[config.mk]
export PLATFORM = sky130hd
export DESIGN_NAME = command_credit_arbiter
export DESIGN_NICKNAME = d
export VERILOG_FILES = /design/src/rtl/command_credit_arbiter_pkg.sv /design/src/rtl/rr_priority_select.sv /design/src/rtl/command_credit_arbiter.sv
export SDC_FILE = /design/constraint.sdc
export NUM_CORES = 1
export LEC_CHECK = 0
export CORE_ASPECT_RATIO = 0.7
export CORE_UTILIZATION = 30
export CTS_CLUSTER_DIAMETER = 200
export DETAILED_ROUTE_END_ITERATION = 16
export GPL_ROUTABILITY_DRIVEN = 0
export SLEW_MARGIN = 15
export SYNTH_ARGS = -nofsm -noshare
export SYNTH_HDL_FRONTEND = slang
export SYNTH_SLANG_ARGS = --single-unit
[constraint.sdc]
create_clock -name clock -period 8.7 [get_ports clock]
set_clock_uncertainty 0.15 [all_clocks]
set_input_delay 1.305 -clock clock [delete_from_list [all_inputs] [get_ports clock]]
set_output_delay 1.305 -clock clock [all_outputs]
set_load 0.01 [all_outputs]
[src/rtl/command_credit_arbiter_pkg.sv]
// command_credit_arbiter_pkg: shared FSM encoding, default sizes and requester indices.
package command_credit_arbiter_pkg;
  typedef enum logic [1:0] {IDLE = 2'd0, LOAD = 2'd1, RUN = 2'd2, DRAIN = 2'd3} arb_state_t;
  localparam int NUM_REQ_DEFAULT   = 5;
  localparam int CMD_WIDTH_DEFAULT = 64;
  localparam int REQ_WED      = 0;
  localparam int REQ_READ     = 1;
  localparam int REQ_WRITE    = 2;
  localparam int REQ_PF_READ  = 3;
  localparam int REQ_PF_WRITE = 4;
endpackage

[src/rtl/rr_priority_select.sv]
// rr_priority_select: first eligible requester at or above the pointer, wrapping, as one-hot and index.
module rr_priority_select #(
  parameter int N  = 5,
  parameter int IW = $clog2(N)
) (
  input  logic [N-1:0]  i_elig,
  input  logic [IW-1:0] i_ptr,
  output logic [N-1:0]  o_grant,
  output logic [IW-1:0] o_idx,
  output logic          o_valid
);
  always_comb begin
    o_grant = '0;
    o_idx   = '0;
    o_valid = 1'b0;
    for (int k = 0; k < N; k++) begin
      if (!o_valid && i_elig[(int'(i_ptr) + k) % N]) begin
        o_valid = 1'b1;
        o_idx   = IW'((int'(i_ptr) + k) % N);
        o_grant[(int'(i_ptr) + k) % N] = 1'b1;
      end
    end
  end
endmodule

[src/rtl/command_credit_arbiter.sv]
// command_credit_arbiter: credit-gated round-robin issue of buffered commands onto the PSL command port.
// Define CMD_ARB_WED_PRIORITY_EN to let requester 0 (WED) win whenever it is eligible.
module command_credit_arbiter
  import command_credit_arbiter_pkg::*;
#(
  parameter int NUM_REQ   = NUM_REQ_DEFAULT,
  parameter int CMD_WIDTH = CMD_WIDTH_DEFAULT,
  parameter int TAG_WIDTH = 8
) (
  input  logic                         clock,
  input  logic                         rstn,
  input  logic                         enabled_in,
  input  logic [TAG_WIDTH-1:0]         room_in,
  input  logic [NUM_REQ-1:0]           request_valid,
  input  logic [NUM_REQ*CMD_WIDTH-1:0] request_cmd,
  output logic [NUM_REQ-1:0]           request_ack,
  output logic                         command_valid,
  output logic [CMD_WIDTH-1:0]         command_word,
  output logic [TAG_WIDTH-1:0]         command_tag,
  input  logic                         response_valid,
  output logic [TAG_WIDTH-1:0]         credits_out,
  output logic [TAG_WIDTH-1:0]         outstanding_out,
  output logic                         credit_error,
  output logic [1:0]                   arb_state_out
);
  localparam int IW = $clog2(NUM_REQ);
  arb_state_t           r_state, w_next;
  logic [IW-1:0]        r_ptr, w_sel_idx, w_idx, w_ptr_nxt;
  logic [NUM_REQ-1:0]   w_elig, w_sel_grant, w_onehot, r_ack;
  logic                 w_any, w_resp_ok, r_vld, r_err;
  logic [CMD_WIDTH-1:0] r_word;
  logic [TAG_WIDTH-1:0] r_tag, r_tag_cnt, r_credits, r_out;
  // a requester acked this cycle still shows its old head, so it is masked out
  assign w_elig    = (r_state == RUN && enabled_in && r_credits != '0) ? request_valid & ~r_ack : '0;
  assign w_resp_ok = response_valid && r_out != '0;
  rr_priority_select #(.N(NUM_REQ), .IW(IW)) u_sel (
    .i_elig  (w_elig),
    .i_ptr   (r_ptr),
    .o_grant (w_sel_grant),
    .o_idx   (w_sel_idx),
    .o_valid (w_any)
  );
`ifdef CMD_ARB_WED_PRIORITY_EN
  logic w_wed;
  assign w_wed     = w_elig[REQ_WED];
  assign w_onehot  = w_wed ? NUM_REQ'(1) << REQ_WED : w_sel_grant;
  assign w_idx     = w_wed ? IW'(REQ_WED) : w_sel_idx;
  assign w_ptr_nxt = w_wed ? r_ptr : (w_sel_idx == IW'(NUM_REQ - 1)) ? '0 : w_sel_idx + IW'(1);
`else
  assign w_onehot  = w_sel_grant;
  assign w_idx     = w_sel_idx;
  assign w_ptr_nxt = (w_sel_idx == IW'(NUM_REQ - 1)) ? '0 : w_sel_idx + IW'(1);
`endif
  always_ff @(posedge clock or negedge rstn) begin
    if (!rstn) begin
      r_state   <= IDLE;
      r_ptr     <= '0;
      r_ack     <= '0;
      r_vld     <= 1'b0;
      r_word    <= '0;
      r_tag     <= '0;
      r_tag_cnt <= '0;
      r_credits <= '0;
      r_out     <= '0;
      r_err     <= 1'b0;
    end else begin
      r_state   <= w_next;
      r_vld     <= w_any;
      r_ack     <= w_onehot;
      r_credits <= (r_state == LOAD) ? room_in : r_credits - TAG_WIDTH'(w_any) + TAG_WIDTH'(w_resp_ok);
      r_out     <= r_out + TAG_WIDTH'(w_any) - TAG_WIDTH'(w_resp_ok);
      if (response_valid && r_out == '0) r_err <= 1'b1;
      if (w_any) begin
        r_word    <= request_cmd[int'(w_idx)*CMD_WIDTH +: CMD_WIDTH];
        r_tag     <= r_tag_cnt;
        r_tag_cnt <= r_tag_cnt + TAG_WIDTH'(1);
        r_ptr     <= w_ptr_nxt;
      end
    end
  end
  always_comb begin
    w_next = (r_state == IDLE && enabled_in)  ? LOAD  :
             (r_state == LOAD)                ? RUN   :
             (r_state == RUN && !enabled_in)  ? DRAIN :
             (r_state == DRAIN && r_out == '0) ? IDLE : r_state;
  end
  always_comb begin
    request_ack     = r_ack;
    command_valid   = r_vld;
    command_word    = r_word;
    command_tag     = r_tag;
    credits_out     = r_credits;
    outstanding_out = r_out;
    credit_error    = r_err;
    arb_state_out   = r_state;
  end
endmodule

Word-level counts from Yosys, hierarchy flattened --
Cells that the tools add are included.
Cells by class: add/sub/neg operators 10, divide/modulo/power cells 5, magnitude comparators 10, equality and inequality tests 4, shift operators 1, muxes and demuxes 47, bitwise operators 6, reductions and logical operators 26
Operators with widths (number):
- 320-bit by 10-bit variable part select with 64-bit output | 1
- 32-bit by 1-bit greater-or-equal comparator with 1-bit output (second input constant) | 5
- 32-bit by 5-bit < comparator with 1-bit output (second input constant) | 5
- 32-bit by 4-bit modulo with 32-bit output (second input constant) | 4
- 4-bit by 4-bit modulo with 32-bit output (second input constant) | 1
- 5-bit 2-to-1 mux | 6
- 1-bit 2-to-1 mux | 20
- 5-bit bitwise OR | 4
- 3-bit 2-to-1 mux | 6
- 8-bit by 1-bit adder with 8-bit output | 2
- 1-bit logical AND | 16
- 8-bit nonzero test | 2
- 8-bit by 1-bit subtractor with 8-bit output | 2
- 1-bit binary-select mux with 3-bit select | 5
- 1-bit demux with 3-bit select | 5
- 3-bit by 2-bit adder with 4-bit output (second input constant) | 2
- 8-bit by 1-bit adder with 8-bit output (second input constant) | 1
- 8-bit logical NOT | 1
- 2-bit 2-to-1 mux | 4
- 8-bit 2-to-1 mux | 1
- 5-bit AND | 1
- 1-bit logical NOT | 5
- 5-bit inverter | 1
- 3-bit by 1-bit adder with 4-bit output (second input constant) | 1
- other kinds (7) | 8
Storage, ports and cells: bits in registers 108, input port bits 337, output and inout bits 97, logic and storage cells 119

Depth between registers and ports, before layout --
Gate-level depths: netlist of the first run.
depth after elaboration 23, mapped depth 34, mapped depth without buffers 29

Hierarchy --
From an unflattened synthesis of the first run, not the netlist that was laid out.
Unflattened totals: cell total of the unflattened synthesis 953, area total of the unflattened synthesis 9425.3 um2
By module, submodules not included:
- command_credit_arbiter | instances 1, cells an instance 589, area each 6865.3 um2, seq. area each 2702.6 um2
- rr_priority_select | instances 1, cells an instance 364, area each 2560.0 um2, seq. area each 0.0 um2

Worst setup path after synthesis of the first run --
Ideal clock, no wire load.
path type register to register, start point register r_ptr[1], end point register r_credits[6] (netlist: credits_out[6]), library setup time 0.125 ns, data arrival time 6.093 ns, data required time 8.425 ns, slack 2.333 ns, stages on the path, launching flop included 33, path buffers 6, period minus slack after synthesis 6.367 ns, path through dfrtp_1 clkbuf_1 inv_1 ha_1 buf_2 buf_1 nor2_1 inv_1 ha_1 and3b_1 a21o_1 a2111o_1 a41o_1 and3_1 clkbuf_1 or3b_1 nor2_1 nand2_1 clkbuf_1 clkbuf_1 ha_1 inv_1 ha_1 inv_1 fa_1 inv_1 a21oi_1 nor2_1 o21ai_0 a21oi_1 nor2_1 xnor2_1 mux2_2
On the way: cells in the longest elaborated chain, start to end 20, elaborated cells between the ends (all ways) 40, classes of those cells add/sub (6); div (5); mux (21); reduce/logical (8)
RTL lines:
- start: declaration | line command_credit_arbiter.sv:28 | logic [IW-1:0] r_ptr, w_sel_idx, w_idx, w_ptr_nxt;
- start signal: assignment | line command_credit_arbiter.sv:77 | r_ptr <= w_ptr_nxt;
- branches (longest 16 deep; another with 32-bit by 4-bit modulo with 32-bit output)
- 1-bit 2-to-1 mux (*) | line rr_priority_select.sv:17 | if (!o_valid && i_elig[(int'(i_ptr) + k) % N]) begin
- via u_sel.o_valid | line rr_priority_select.sv:10 | output logic o_valid
- 8-bit by 1-bit subtractor with 8-bit output (*) | line command_credit_arbiter.sv:70 | r_credits <= (r_state == LOAD) ? room_in : r_credits - TAG_WIDTH'(w_any) + TAG_WIDTH'(w_resp_ok);
- 8-bit by 1-bit adder with 8-bit output (*) | line command_credit_arbiter.sv:70
- 8-bit 2-to-1 mux (*) | line command_credit_arbiter.sv:70
- end signal: assignment | line command_credit_arbiter.sv:70
- end: declaration | line command_credit_arbiter.sv:32 | logic [TAG_WIDTH-1:0] r_tag, r_tag_cnt, r_credits, r_out;
Mark *: on every way through the listed nets, which the timed path passes. The select of a mux whose other input is x is not followed. A chain may end at the register's enable or synchronous reset.

Worst setup path after layout of the first run --
start point register r_ptr[1], end point register r_credits[6] (netlist: credits_out[6])
On the way: cells in the longest elaborated chain, start to end 20, elaborated cells between the ends (all ways) 40, classes of those cells add/sub (6); div (5); mux (21); reduce/logical (8)
RTL lines (line):
- branches (longest 16 deep; another with 32-bit by 4-bit modulo with 32-bit output)
- 1-bit 2-to-1 mux (*) | rr_priority_select.sv:17
- 8-bit by 1-bit subtractor with 8-bit output (*) | command_credit_arbiter.sv:70
- 8-bit by 1-bit adder with 8-bit output (*) | command_credit_arbiter.sv:70
- 8-bit 2-to-1 mux (*) | command_credit_arbiter.sv:70
Mark *: on every way between the ends. The select of a mux whose other input is x is not followed.

==> results.ini, run 1 <==
[run_status]
status = complete, no violations

[route]
ant_nets = 0
top_layer_used = met4
viasPerCell = 5.326
met1_length_mm = 17.96
drc = 0
vias = 10100
wirelength_mm = 39.79
wl_per_cell_um = 20.98
dr.pass1.iters = 5
met3_length_mm = 3.092
wl_met2_mm = 17.95
drt-initial-drc-count = 768

[sta]
max_slew_margin_pct = 31.44
period_share_pct = 76.22
fmax_mhz = 150.8
period_needed_ps = 6631
final-setup-viol-count = 0
setup_slack_ps = 2069
rsz0062_at_grt = false
setup_tns_ps = 0
worstMarginPinSlew_ps = 1028
drv_slew = 0
hold_violations = 0

[clock_tree]
post-cts-setup-buffers = 0
htree_levels = 3
cts_root_buffer = clkbuf_16
clk_latency_ps = 370
cts_tree = done
cts-buffers-inserted = 9
clockBufferDepth = 2
cts_resized = 0
clock_sink_count = 108
clk_pin_slew_ps = 80
hold_buffers = 0

[placed_design]
dpl.hpwl_mm = 30.20
place_area_sq_um = 14240
port_buffers = 433
dp_cells = 1877
post-place-ws_ps = 2235

[synthesis]
synth_flop_cell = dfrtp_1
syn_inst = 1087
yosys_warnings = 0
synth-edff-count = 0
synth_top_cell_area_share_pct = 28.19
ys_types = 79
synth_area_leaders = dfrtp_1 (28%), mux2i_1 (7.2%), ha_1 (6.4%)
synthArstFlopShare_pct = 100.0
syn-cell-area_sq_um = 9588
yosysSeqAreaShare_pct = 28.19
synth_top_cell_by_area = dfrtp_1
syn_nets = 1475
ys_seq_elements = 108
avgSynthCellArea_sq_um = 8.821

[die]
die_x_um = 215.7
ios = 434
fp-row-count = 54
dieArea_sq_um = 32690
start_util_pct = 30.65
core_area_sq_um = 31280
fp.dieH_um = 151.6

[critical_path]
arrival_ps = 6740
worstSetupPathType = reg -> reg
r2r-start = r_ptr[1]
worstSetupEndpoint = credits_out[6]
cp.required_ps = 8810
ff2ff_path_depth = 27
crit_path_max_fanout = 14
reg2reg_to = credits_out[6]
crit_start = r_ptr[1]
crit_path_end_kind = flip-flop
reg2reg_slack_ps = 2070
cp-start-kind = flip-flop

[final_layout]
area.growth.synth_to_final_pct = 51.90
fin_cells = 1896
layout_commonest_cell = clkdlybuf4s50_1
drive_gt1_share_pct = 8.690
layout.nets = 1856
postLayoutCellArea_sq_um = 14560
final_cell_mix = clkdlybuf4s50_1 (432), dfrtp_1 (108), nor2_1 (102), a21oi_1 (100), a31oi_1 (70)
fillers = 3033

[grt]
grt_first_pass_wirelength_mm = 58.00
grt_max_degree = 127
antenna_found_initial = 2
grt_overflow = 0
grt_usage_pct = 23.17
grt_pass1_vias = 9559

[hold_path]
hold_class = reg -> reg

[job]
cap_violations = 0

sequential cells by signal, summed over array words and instances (netlist names):
name,count
arb_state_out,2
command_tag,8
command_valid,1
command_word,64
credit_error,1
credits_out,8
outstanding_out,8
r_ptr,3
r_tag_cnt,8
request_ack,5
metrics by stage:
stage	util [%]	hold slack [ps]
global route	46.55	336.9
finish	46.56	319.1
CTS	46.53	323.7
global placement	45.51	300.6
detailed placement	45.51	297.1
floorplan	-	295.4
Yosys cell counts, drive strengths merged, types with 11 or more instances:
| cell type | n |
|---|---|
| a21oi | 102 |
| a2bb2oi | 64 |
| a31oi | 70 |
| buf | 41 |
| clkbuf | 39 |
| dfrtp | 108 |
| ha | 49 |
| inv | 49 |
| mux2 | 70 |
| mux2i | 69 |
| nand2 | 67 |
| nand3 | 14 |
| nor2 | 102 |
| nor2b | 11 |
| nor3 | 17 |
| o21ai | 24 |
| xnor2 | 22 |
how the worst min path moves through the flow:
| stage | start | end | slack (ps) | cells after the start |
|---|---|---|---|---|
| floorplan | r_tag_cnt[7] | r_tag_cnt[7] | 300 | 1 |
| global placement | credit_error | credit_error | 300 | 1 |
| detailed placement | credit_error | credit_error | 300 | 1 |
| CTS | credit_error | credit_error | 320 | 1 |
| global route | credit_error | credit_error | 340 | 1 |
| finish | credit_error | credit_error | 320 | 1 |
metal layers:
layer	vias to the layer above	GRT usage (%)
li1	4808	-
met1	4828	32.37
met2	427	35.32
met3	36	5.529
met4	0	6.667
met5	-	0
area by class of cell:
class                           instances  area, sq um  share of cell area (%)
Inverter                               49        183.9                   1.263
Tap cell                              420        525.5                   3.608
Sequential cell                       108         2703                   18.56
Clock buffer                           11        252.7                   1.735
Antenna cell                            3        7.507                 0.05155
Timing Repair Buffer                  450         4497                   30.88
Clock inverter                          5        66.31                  0.4553
Multi-Input combinational cell        850         6329                   43.45
worst max-delay path: stages (launching register included):
cell      delay [ps]
dfrtp_1          570
inv_1            420
ha_1             270
inv_1             50
ha_1             440
inv_1            140
ha_1             230
nor3_1           460
a211oi_1         150
a32oi_2          440
nor3_1            70
or3_1            430
o21a_1           240
nor2_1           370
nand2_4          130
ha_1             320
inv_1             80
ha_1             170
inv_1             50
fa_1             390
inv_1             70
a21oi_1           60
nor2_1           110
o21ai_0          110
a21oi_1          160
nor2_1            60
xnor2_1          110
mux2_2           250
kinds of logic (layout without fill, tap and decap cells):
family	after synthesis	count (layout)	synth area share, %
AOI/OAI and AO/OA	357	357	26.14
xor gates and xnor gates	28	28	2.636
adders and majority gates	51	51	6.812
buffers and inverters	129	515	6.303
DFF	108	108	28.19
muxes	139	139	16.33
other	0	3	0
and+or+nand+nor	275	275	13.60
Power of run 1 is left out: the tool's default activity adds up to more than one toggle a clock period on the data nets, which glitch-free logic cannot reach.
==> inputs of run 2 (changes only) <==
==> constraint.sdc (replaced) <==
create_clock -name clock -period 6 [get_ports clock]
set_clock_uncertainty 0.15 [all_clocks]
set_input_delay 0.9 -clock clock [delete_from_list [all_inputs] [get_ports clock]]
set_output_delay 0.9 -clock clock [all_outputs]
set_load 0.01 [all_outputs]
==> run 2 against run 1 <==
  * Clock-buffer cell count down 1
  * Worst hold slack lost 2.7 ps
  * Final cell count rose by 1.3%
  * Flip-flop and latch count did not move
  * Core utilization rose by 0.86 points
  * Via count increased by 2.6%
  * Non-clock buffer count is 27 higher
  * Wire length up 1.5%
  * Die area did not move
  * First-iteration DRC count rose by 5.3%
  * Cell area grew 1.8%
  * Critical path type unchanged
==> results.ini, run 2 (same netlist as run 1, synthesis figures left out) <==
[run_status]
status = complete, no violations

[grt]
grt_first_pass_wirelength_mm = 58.53  ; +0.90%
grt_pass1_vias = 9699  ; +1.5%
grt_overflow = 0  ; unchanged
grt_usage_pct = 23.17  ; about the same
grt_max_degree = 84  ; -34%
antenna_found_initial = 1  ; -1

[critical_path]
cp-start-kind = flip-flop
cp.required_ps = 6110  ; -2700 ps
worstSetupPathType = reg -> reg
ff2ff_path_depth = 27  ; unchanged
crit_start = r_ptr[1]
arrival_ps = 5880  ; -860 ps
worstSetupEndpoint = credits_out[6]
r2r-start = r_ptr[1]
reg2reg_to = credits_out[6]
crit_path_end_kind = flip-flop
reg2reg_slack_ps = 220  ; -1850 ps
crit_path_max_fanout = 6  ; -8

[die]
fp.dieH_um = 151.6  ; unchanged
start_util_pct = 30.65  ; unchanged
die_x_um = 215.7  ; unchanged
fp-row-count = 54  ; unchanged
dieArea_sq_um = 32690  ; unchanged
core_area_sq_um = 31280  ; unchanged
ios = 434  ; unchanged

[final_layout]
insertedDiodeCount = 0  ; -3
drive_gt1_share_pct = 11.07  ; +2.4 points
layout_commonest_cell = clkdlybuf4s50_1
layout.nets = 1883  ; +1.5%
postLayoutCoreUtil_pct = 47.42  ; +0.86 points
postLayoutCellArea_sq_um = 14830  ; +1.8%
area.growth.synth_to_final_pct = 54.70
largest_register_ff_count = 64  ; unchanged
final_cell_mix = clkdlybuf4s50_1 (432), dfrtp_1 (106), a21oi_1 (100), nor2_1 (99), a31oi_1 (70)

[clock_tree]
cts_tree = done
cts-buffers-inserted = 9  ; unchanged
clk_pin_slew_ps = 80  ; about the same
htree_levels = 3  ; unchanged
clockBufferDepth = 2  ; unchanged
clock_sink_count = 108  ; unchanged
hold_buffers = 0  ; unchanged
cts_root_buffer = clkbuf_16
clk_latency_ps = 370  ; about the same

[sta]
drv_slew = 0  ; unchanged
worstMarginPinSlew_ps = 1045  ; +16.23 ps
period_needed_ps = 5778  ; -853.5 ps
final-setup-viol-count = 0  ; unchanged
period_share_pct = 96.30  ; +20 points
max_slew_margin_pct = 30.36  ; -1.1 points
fmax_mhz = 173.1  ; +15%
hold_violations = 0  ; unchanged

[route]
drt-initial-drc-count = 809  ; +5.3%
viasPerCell = 5.396  ; +1.3%
vias = 10360  ; +2.6%
drc = 0  ; unchanged
wl_per_cell_um = 21.03  ; +0.19%
dr.pass1.iters = 6  ; +1
ant_nets = 0  ; unchanged
wirelength_mm = 40.37  ; +1.5%

[placed_design]
port_buffers = 433  ; unchanged
dpl.hpwl_mm = 30.63  ; +1.4%
place_area_sq_um = 14410  ; +1.2%

[job]
cap_violations = 0  ; unchanged

[hold_path]
hold_class = reg -> reg
hold_path_depth = 1  ; unchanged
hp-start = credit_error

run 2: cell type report:
cell class	count	area, sq um
clock inverters	6	47.55
multi-input cells	850	6384
well taps	420	525.5
fillers	3009	16450
inverters	49	191.4
clock buffers	10	239.0
repair buffers	477	4741
flip-flops and latches	108	2705
run 2: timing repair:
| item | CTS | global route |
|---|---|---|
| buffers inserted | 0 | 10 |
| gates resized for setup | 0 | 15 |
| setup endpoints to repair | 0 | 5 |
run 2: how the worst min path moves through the flow:
stage	to	slack [ps]
4_1_cts	credit_error	320
3_3_place_gp	credit_error	300
2_1_floorplan	r_tag_cnt[7]	300
6_report	credit_error	320
5_1_grt	credit_error	360
3_5_place_dp	credit_error	300
run 2: routing by layer:
metal  vias up  routed length, um  GRT usage (%)
met5         -                  0              0
met4         0                482          4.255
met3        29               4084          7.425
met2       496              18330          36.59
met1      4982              17470          31.07
li1       4853                  -              -
run 2: critical path: stages, from the launching register on:
cell	delay, ps
dfrtp_2	460
buf_4	170
ha_1	240
xor2_4	200
nor2_2	140
inv_1	80
ha_1	320
o21bai_1	190
a31o_1	200
a32oi_2	320
nand3_2	140
a211o_1	380
or3b_4	450
nor2_2	170
nand2_4	70
ha_1	280
inv_1	80
ha_1	170
inv_1	50
fa_1	400
inv_1	70
a21oi_1	70
nor2_1	130
o21ai_0	120
a21oi_1	160
nor2_1	70
xnor2_1	120
mux2_2	260
run 2: stage by stage:
step           cells  hold WS [ps]  setup TNS, ps  worst slack, ps
2_1_floorplan   1087         295.4              0            11.57
4_1_cts         1910         323.3              0            102.4
6_report        1920         316.4              0            222.0
5_1_grt         1920         355.6         -27.18           -27.18
3_3_place_gp    1894         299.6              0            337.1
3_5_place_dp    1894         298.4              0            126.2
Power of run 2 is left out for the same reason.
==> inputs of run 3 (changes only) <==
--- a/config.mk
+++ b/config.mk
@@ -6,11 +6,12 @@
 export NUM_CORES = 1
 export LEC_CHECK = 0
 export CORE_ASPECT_RATIO = 0.7
-export CORE_UTILIZATION = 30
+export CORE_UTILIZATION = 39
 export CTS_CLUSTER_DIAMETER = 200
 export DETAILED_ROUTE_END_ITERATION = 16
 export GPL_ROUTABILITY_DRIVEN = 0
-export SLEW_MARGIN = 15
+export PLACE_DENSITY = 0.79
+export SLEW_MARGIN = 25
 export SYNTH_ARGS = -nofsm -noshare
 export SYNTH_HDL_FRONTEND = slang
 export SYNTH_SLANG_ARGS = --single-unit
==> run 3 against run 2 <==
  * Worst hold slack gained 3.4 ps
  * Flip-flop and latch count is the same
  * Non-clock buffer count fell by 4
  * Cell area fell by 0.76%
  * Via count increased by 2.6%
==> results.ini, run 3 (same netlist as run 1, synthesis figures left out) <==
[run_status]
status = complete, no violations

[critical_path]
crit_path_end_kind = flip-flop
worstSetupPathType = reg -> reg
arrival_ps = 5820  ; -60 ps
cp-start-kind = flip-flop
crit_path_max_fanout = 39  ; +33
ff2ff_path_depth = 21  ; -22%
cp.required_ps = 6090  ; -20 ps

[clock_tree]
clk_pin_slew_ps = 80  ; about the same
clk_latency_ps = 360  ; about the same
clock_sink_count = 108  ; unchanged
clockBufferDepth = 2  ; unchanged
cts_tree = done
hold_buffers = 0  ; unchanged
cts-buffers-inserted = 9  ; unchanged
htree_levels = 3  ; unchanged
cts_root_buffer = clkbuf_16

[sta]
drv_slew = 0  ; unchanged
period_needed_ps = 5733  ; -45.38 ps
hold_violations = 0  ; unchanged
final-setup-viol-count = 0  ; unchanged
setup_tns_ps = 0  ; unchanged
period_share_pct = 95.54  ; -0.76 points
max_slew_margin_pct = 33.67  ; +3.3 points
worstMarginPinSlew_ps = 995.0  ; -49.68 ps
fmax_mhz = 174.4  ; +0.79%

[placed_design]
port_buffers = 433  ; unchanged
dpl.hpwl_mm = 31.18  ; +1.8%

[final_layout]
area.growth.synth_to_final_pct = 53.53
fillers = 2026  ; -33%
regArea_sq_um = 2705  ; unchanged
layout.nets = 1879  ; -0.21%
drive_gt1_share_pct = 10.90  ; -0.17 points
layout_commonest_cell = clkdlybuf4s50_1
largest_register_ff_count = 64  ; unchanged
final_cell_mix = clkdlybuf4s50_1 (432), dfrtp_1 (106), a21oi_1 (100), nor2_1 (99), a31oi_1 (70)
multiInputGateArea_sq_um = 6369  ; -0.24%

[hold_path]
hold_path_depth = 2  ; +1
hold_class = reg -> reg

[route]
vias = 10630  ; +2.6%
drc = 0  ; unchanged
viasPerCell = 5.832  ; +8.1%
drt-initial-drc-count = 987  ; +22%
wirelength_mm = 39.99  ; -0.93%
wl_per_cell_um = 21.94  ; +4.3%
ant_nets = 0  ; unchanged
dr.pass1.iters = 6  ; unchanged

[grt]
grt_usage_pct = 30.65  ; +7.5 points
grt_max_degree = 84  ; unchanged
grt_pass1_vias = 10300  ; +6.2%
grt_first_pass_wirelength_mm = 59.76  ; +2.1%
antenna_found_initial = 9  ; +8
grt_overflow = 0  ; unchanged

[die]
die_x_um = 189.4  ; -12%
dieArea_sq_um = 25230  ; -23%
fp.dieH_um = 133.2  ; -12%
start_util_pct = 40.16  ; +9.5 points
ios = 434  ; unchanged
fp-row-count = 47  ; -13%
core_area_sq_um = 23880  ; -24%

[job]
cap_violations = 0  ; unchanged

run 3: cell count changes in the layout (fill, tap and decap cells not counted), moves of 2 or more:
cell	delta
clkinvlp_4	-2
diode_2	+9
inv_8	+2
buf_12	+2
buf_4	-5
run 3: per-layer routing:
| metal | vias up | wire [um] | global-route usage, % | share of wire [%] |
|---|---|---|---|---|
| met5 | - | 0 | 0 | 0 |
| met4 | 0 | 1547 | 13.13 | 3.9 |
| met1 | 5057 | 15540 | 38.11 | 39 |
| met3 | 103 | 4005 | 7.929 | 10 |
| li1 | 4852 | - | - | - |
| met2 | 620 | 18900 | 50.22 | 47 |
run 3: layout make-up:
type,instances,share of cell area [%]
diodes,9,0.1530
clock buffers,10,1.623
clock inverters,6,0.4505
inverters,49,1.283
multi-input cells,850,43.26
flip-flops and latches,108,18.38
well taps,318,2.703
repair buffers,473,32.15
run 3: worst max-delay path, stage by stage (launching register included):
cell and delay, ps:
dfrtp_1 400, inv_1 100, buf_4 180, ha_1 320, nor2_2 130, inv_1 70, ha_1 320, o21bai_1 180
a31o_1 200, a32oi_2 300, nand3_2 140, a211o_1 380, buf_4 160, buf_4 130, nor3b_1 550, nand3_1 250
a32oi_4 390, buf_12 330, buf_4 300, mux2_4 310, a31oi_1 190, a21oi_1 100
run 3: final timing paths:
kind	start	end	slack, ps
setup reg to reg	r_ptr[0]	command_word[50]	270
hold / removal	command_tag[4]	command_tag[4]	320
min in group asynchronous	rstn	command_valid	330
hold reg to reg	command_tag[4]	command_tag[4]	320
setup / recovery	r_ptr[0]	command_word[50]	270
max in group asynchronous	rstn	command_word[30]	4420
run 3: timing repair:
item                                    in CTS  in global routing
endpoints found under the setup margin       0                  1
setup buffers                                0                  4
gates resized for setup                      0                 11
run 3: through the flow:
step	hold WS [ps]	utilization (%)	instances	setup WS (ps)	cell area, sq um
5_1_grt	343.2	61.66	1823	-31.30	14720
4_1_cts	323.5	61.19	1809	241.5	14610
2_1_floorplan	295.4	-	1087	11.57	9614
6_report	319.8	61.66	1823	267.4	14720
3_5_place_dp	306.5	59.92	1793	262.6	14310
3_3_place_gp	301.3	59.92	1793	474.9	14310
Power of run 3 is left out for the same reason.
